<file path="src/rtl/imem_loader.sv">
// Program loader: parses a framed byte stream (16-bit word count, then big-endian
// 32-bit words) into instruction-memory writes, holding the CPU in reset until done.
module imem_loader #(
  parameter int          IM_AW     = 10,
  parameter logic [31:0] TEXT_BASE = 32'h0000_3000
) (
  input  logic             clk,
  input  logic             rst_n,
  input  logic             start,
  input  logic             in_valid,
  input  logic [7:0]       in_data,
  output logic             in_ready,
  output logic             im_we,
  output logic [IM_AW-1:0] im_addr,
  output logic [31:0]      im_wdata,
  output logic             cpu_rst,
  output logic             done,
  output logic             err,
  output logic [15:0]      words_loaded,
  output logic [31:0]      load_pc
);

  typedef enum logic [2:0] {
    S_HDR_HI = 3'd0,
    S_HDR_LO = 3'd1,
    S_DATA   = 3'd2,
    S_WRITE  = 3'd3,
    S_DONE   = 3'd4,
    S_ERR    = 3'd5
  } state_t;

  // Widened by one bit so that N == 2^IM_AW is representable as the legal maximum.
  localparam logic [16:0] DEPTH = 17'd1 << IM_AW;

  state_t             state_r;
  state_t             state_s;
  logic               accept_s;
  logic [15:0]        n_s;
  logic [7:0]         n_hi_r;
  logic [15:0]        n_r;
  logic [1:0]         cnt_r;
  logic [23:0]        word_r;
  logic [IM_AW-1:0]   idx_r;
  logic [15:0]        wl_r;
  logic               in_ready_r;
  logic               im_we_r;
  logic [IM_AW-1:0]   im_addr_r;
  logic [31:0]        im_wdata_r;
  logic               cpu_rst_r;
  logic               done_r;
  logic               err_r;

  assign accept_s = in_valid && in_ready_r;
  assign n_s      = {n_hi_r, in_data};

  // State register.
  always_ff @(posedge clk or negedge rst_n) begin
    if (!rst_n) begin
      state_r <= S_HDR_HI;
    end else begin
      state_r <= state_s;
    end
  end

  // Next-state decode.
  always_comb begin
    state_s = state_r;
    case (state_r)
      S_HDR_HI: begin
        if (accept_s) state_s = S_HDR_LO;
        else          state_s = S_HDR_HI;
      end
      S_HDR_LO: begin
        if (!accept_s)                 state_s = S_HDR_LO;
        else if (n_s == 16'd0)         state_s = S_DONE;
        else if ({1'b0, n_s} > DEPTH)  state_s = S_ERR;
        else                           state_s = S_DATA;
      end
      S_DATA: begin
        if (accept_s && (cnt_r == 2'd3)) state_s = S_WRITE;
        else                             state_s = S_DATA;
      end
      S_WRITE: begin
        if ((wl_r + 16'd1) == n_r) state_s = S_DONE;
        else                       state_s = S_DATA;
      end
      S_DONE: begin
        if (start) state_s = S_HDR_HI;
        else       state_s = S_DONE;
      end
      S_ERR: begin
        if (start) state_s = S_HDR_HI;
        else       state_s = S_ERR;
      end
      default: state_s = S_HDR_HI;
    endcase
  end

  // Header capture, word assembly and write-index bookkeeping.
  always_ff @(posedge clk or negedge rst_n) begin
    if (!rst_n) begin
      n_hi_r     <= 8'd0;
      n_r        <= 16'd0;
      cnt_r      <= 2'd0;
      word_r     <= 24'd0;
      idx_r      <= '0;
      wl_r       <= 16'd0;
      im_addr_r  <= '0;
      im_wdata_r <= 32'd0;
    end else begin
      case (state_r)
        S_HDR_HI: begin
          if (accept_s) n_hi_r <= in_data;
        end
        S_HDR_LO: begin
          if (accept_s) begin
            n_r   <= n_s;
            cnt_r <= 2'd0;
            idx_r <= '0;
          end
        end
        S_DATA: begin
          if (accept_s) begin
            word_r <= {word_r[15:0], in_data};
            cnt_r  <= cnt_r + 2'd1;
            // Present the completed word together with the strobe in WRITE.
            if (cnt_r == 2'd3) begin
              im_wdata_r <= {word_r, in_data};
              im_addr_r  <= idx_r;
            end
          end
        end
        S_WRITE: begin
          idx_r <= idx_r + IM_AW'(1);
          wl_r  <= wl_r + 16'd1;
        end
        S_DONE, S_ERR: begin
          if (start) begin
            idx_r <= '0;
            wl_r  <= 16'd0;
          end
        end
        default: begin
          cnt_r <= 2'd0;
        end
      endcase
    end
  end

  // Registered status/strobe outputs, decoded from the state being entered.
  always_ff @(posedge clk or negedge rst_n) begin
    if (!rst_n) begin
      in_ready_r <= 1'b0;
      im_we_r    <= 1'b0;
      done_r     <= 1'b0;
      err_r      <= 1'b0;
      cpu_rst_r  <= 1'b1;
    end else begin
      in_ready_r <= (state_s == S_HDR_HI) || (state_s == S_HDR_LO) || (state_s == S_DATA);
      im_we_r    <= (state_s == S_WRITE);
      done_r     <= (state_s == S_DONE);
      err_r      <= (state_s == S_ERR);
      cpu_rst_r  <= (state_s != S_DONE);
    end
  end

  assign in_ready     = in_ready_r;
  assign im_we        = im_we_r;
  assign im_addr      = im_addr_r;
  assign im_wdata     = im_wdata_r;
  assign cpu_rst      = cpu_rst_r;
  assign done         = done_r;
  assign err          = err_r;
  assign words_loaded = wl_r;
  assign load_pc      = TEXT_BASE;

endmodule
</file>
<file path="config.mk">
export PLATFORM = sky130hd
export DESIGN_NAME = imem_loader
export DESIGN_NICKNAME = d
export VERILOG_FILES = /design/src/rtl/imem_loader.sv
export SDC_FILE = /design/constraint.sdc
export NUM_CORES = 1
export LEC_CHECK = 0
export CORE_MARGIN = 2
export CORE_UTILIZATION = 48
export DETAILED_ROUTE_END_ITERATION = 10
export GPL_TIMING_DRIVEN = 0
export PLACE_DENSITY = 0.75
export SYNTH_ARGS = -nofsm -noshare
export SYNTH_HDL_FRONTEND = slang
export SYNTH_SLANG_ARGS = --single-unit
</file>
<file path="constraint.sdc">
create_clock -name clk -period 2.8 [get_ports clk]
set_input_delay 0.28 -clock clk [delete_from_list [all_inputs] [get_ports clk]]
set_output_delay 0.28 -clock clk [all_outputs]
set_load 0.1 [all_outputs]
</file>
==> impl_metrics.csv <==
group,metric,value,unit
route,wl_per_cell,16.9,um
die,start_util,0.496,
route,ant_nets,0,
sta,fin_setup_tns,0,ns
final_layout,n_antenna_cell,0,
route,routed_wl,14000,um
logic_synthesis,synth_cells,518,
logic_synthesis,synthArstFlopShare,1.00,
global_routing,antenna_found_initial,0,
logic_synthesis,synth_area_leader_cell,"dfrtp_1",
placed_design,pre_cts_ws,-0.200,ns
route,drt_pass1_iterations,4,
logic_synthesis,synth_area,6040,sq um
global_routing,grtUsageTotal,0.223,
sta,slew_violations,0,
logic_synthesis,ys_types,63,
clocking,cts_buffers,17,
global_routing,grt_first_pass_wirelength,22700,um
logic_synthesis,synth_ff_type,"dfrtp_1",
logic_synthesis,synth_seq_cells,126,
sta,min_period,2.68,ns
power,p_per_area,798,nW/um^2
sta,hold_violations,0,
global_routing,grt_max_degree,74,
placed_design,dp_hpwl,10200,um
clocking,clk_pin_slew,0.06,ns
logic_synthesis,synth.top_cells.by_area,"dfrtp_1 52%, mux2_2 17%, buf_4 4.0%",
die,die-area,13500,sq um
sta,finalSetupViolCount,0,
critical_path,required,3.11,ns
critical_path,cp_top_family,"simple AND/OR/NAND/NOR gates",
flow_run,maxCapViolCount,0,
power,p_leak,3.56,nW
route,vias_per_cell,5.31,
die,ios,107,
critical_path,slowest_delay,0.55,ns
status,status,"finished clean",
sta,fin_crit_sh,0.958,
placed_design,port_buffers,74,
sta,fin_skew,0.0179,ns
critical_path,cp_common_cell,"buf_2",
clocking,cts_max_level,4,
route,drt_iter0_markers,204,
sta,whs,0.378,ns
route,met1_length,6080,um
route,dr.max_layer_used,"met4",
route,wl_met2,6760,um
critical_path,cp_num_buf_inv,2,
route,vias,4372,
logic_synthesis,synth-edff-count,0,
placed_design,gp_congestion,0.862,
clocking,clk_path_buf_depth,2,
sta,fmax,373,MHz
logic_synthesis,synth_warnings,0,
die,core_area,12200,sq um
clocking,cts_tree,"built",
clocking,clk_latency,0.43,ns
critical_path,worst_setup_path_start_kind,"flip-flop",
clocking,cts_sinks,126,
logic_synthesis,avgSynthCellArea,11.7,sq um
die,die_height,116,um
sta,slew_headroom,0.322,
logic_synthesis,synth_top_area_frac,0.518,
critical_path,critPathSlowestCell,"or4_4",
final_layout,syn_to_final_growth,29.5,%
route,wl_met3,808,um
global_routing,grt_pass1_vias,4341,
worst_hold_path,hp-class,"input pin to async pin",
global_routing,overflow,0,
critical_path,critPathKind,"flip-flop to flip-flop",
critical_path,cp_max_fo,10,
die,rows,40,
critical_path,worstPathArrival,3.00,ns
logic_synthesis,synth.yosys.seq_area_share,0.522,
sta,tightest_slew,1.01,ns
final_layout,drive_gt1_frac,0.291,
clocking,post-cts-setup-buffer-count,0,
power,ir_drop,653,uV
critical_path,crit_chain,"buf_2 > nand4_2 > buf_2 > o21ai_1 > o2111ai_1 > or4_1 > or4_4 > and3b_1",
sta,postLayoutSetupSlackWorst,0.118,ns
clocking,cts_root_buf,"clkbuf_16",
die,fp.dieW,116,um
final_layout,fin_nets,658,
critical_path,crit_path_end_kind,"flip-flop",
route,drc,0,
[metal layers]
layer / GRT usage / up-vias
li1: - / 2073
met1: 0.285 / 2120
met2: 0.356 / 152
met3: 0.0721 / 27
met4: 0.0873 / 0
met5: 0 / -
[placed cells by master, fill, tap and decap left out, drive strengths merged, types with 15 or more instances in the layout]
master and instances:
clkbuf 33, conb 32, clkdlybuf4s50 73, o21ai 31
nand2 28, inv 15, dfrtp 125, mux2 89
nor2 25, buf 47, nand3 15
[synth_stat cells (all sizes together) (3+ instances only)]
library cell	n
buf	47
dfrtp	125
o31ai	6
nand3b	3
clkbuf	14
a21oi	10
mux2	89
or4	10
and2	3
nand2	28
ha	3
o21ai	31
nor4	3
nand3	15
or3	3
o2111ai	4
xnor2	11
a22o	4
inv	11
nand4	10
xor2	11
a31oi	8
nor2	25
and3	3
nor3	4
o211ai	3
[cell type report]
| class | count | area (sq um) |
|---|---|---|
| buffer | 61 | 372 |
| clock buffer | 17 | 425 |
| clock inverter | 15 | 185 |
| fill | 980 | 4340 |
| inverter | 11 | 41.3 |
| multi-input combinational | 350 | 2630 |
| sequential | 126 | 3170 |
| tap | 168 | 210 |
| timing repair buffer | 76 | 779 |
[sequential cells by signal (all words and copies together) (netlist names), 2 cells and up]
signal and flops:
state_r 3, im_wdata 32, im_addr 10, n_hi_r 8
words_loaded 16, word_r 24, idx_r 10, n_r 16
cnt_r 2
[per-stage QoR]
step / util / area, sq um / instances / total power [W]
after floorplan: - / 6190 / 548 / 0.00358
after global placement: 0.587 / 7140 / 790 / 0.00393
after detailed placement: 0.589 / 7170 / 791 / 0.00399
after CTS: 0.640 / 7790 / 824 / 0.00627
after global routing: 0.643 / 7820 / 824 / 0.00654
final: 0.643 / 7820 / 824 / 0.00624
[cells by family (layout without fill, tap and decap cells)]
group / after synthesis / after routing / synth area share
AND/OR/NAND/NOR: 118 / 118 / 0.107
AO/OA/AOI/OAI: 84 / 84 / 0.0908
flip-flops: 126 / 126 / 0.522
adder cells (fa/ha/maj): 3 / 3 / 0.00622
XOR/XNOR: 23 / 23 / 0.0371
multiplexers: 90 / 90 / 0.168
buffers and inverters: 72 / 180 / 0.0680
other: 2 / 32 / 0.00124
[worst register-to-register path: cells and delay by family (launching register included)]
family	cells	cell delay (ns)
flops	1	0.36
simple gates	4	1.39
buf+inv	2	0.47
compound gates	2	0.36
[path summary, 6_finish.rpt]
kind	startpoint	to	slack, ns	cells past startpoint
worst min register to register	word_r[22]	im_wdata[30]	0.50	1
max in group asynchronous	rst_n	cpu_rst	1.68	3
min in group clk	word_r[22]	im_wdata[30]	0.50	1
worst max register to register	words_loaded[3]	in_ready	0.12	8
worst max-delay path	words_loaded[3]	in_ready	0.12	8
worst min-delay path	rst_n	im_wdata[3]	0.38	2
[report_power, final]
part / switching, W / internal (W)
logic: 0.00101 / 0.000609
clock network: 0.000859 / 0.00141
registers: 0.000256 / 0.00209
total: 0.00213 / 0.00411
[what timing repair did]
action	4_1_cts	5_1_grt
gates resized for setup	0	7
pin swaps	1	1
gates cloned	0	0
endpoints found under the setup margin	1	40
endpoints found under the hold margin	53	0
hold buffers	1	0
No activity file was read; power rests on OpenSTA's default activity.
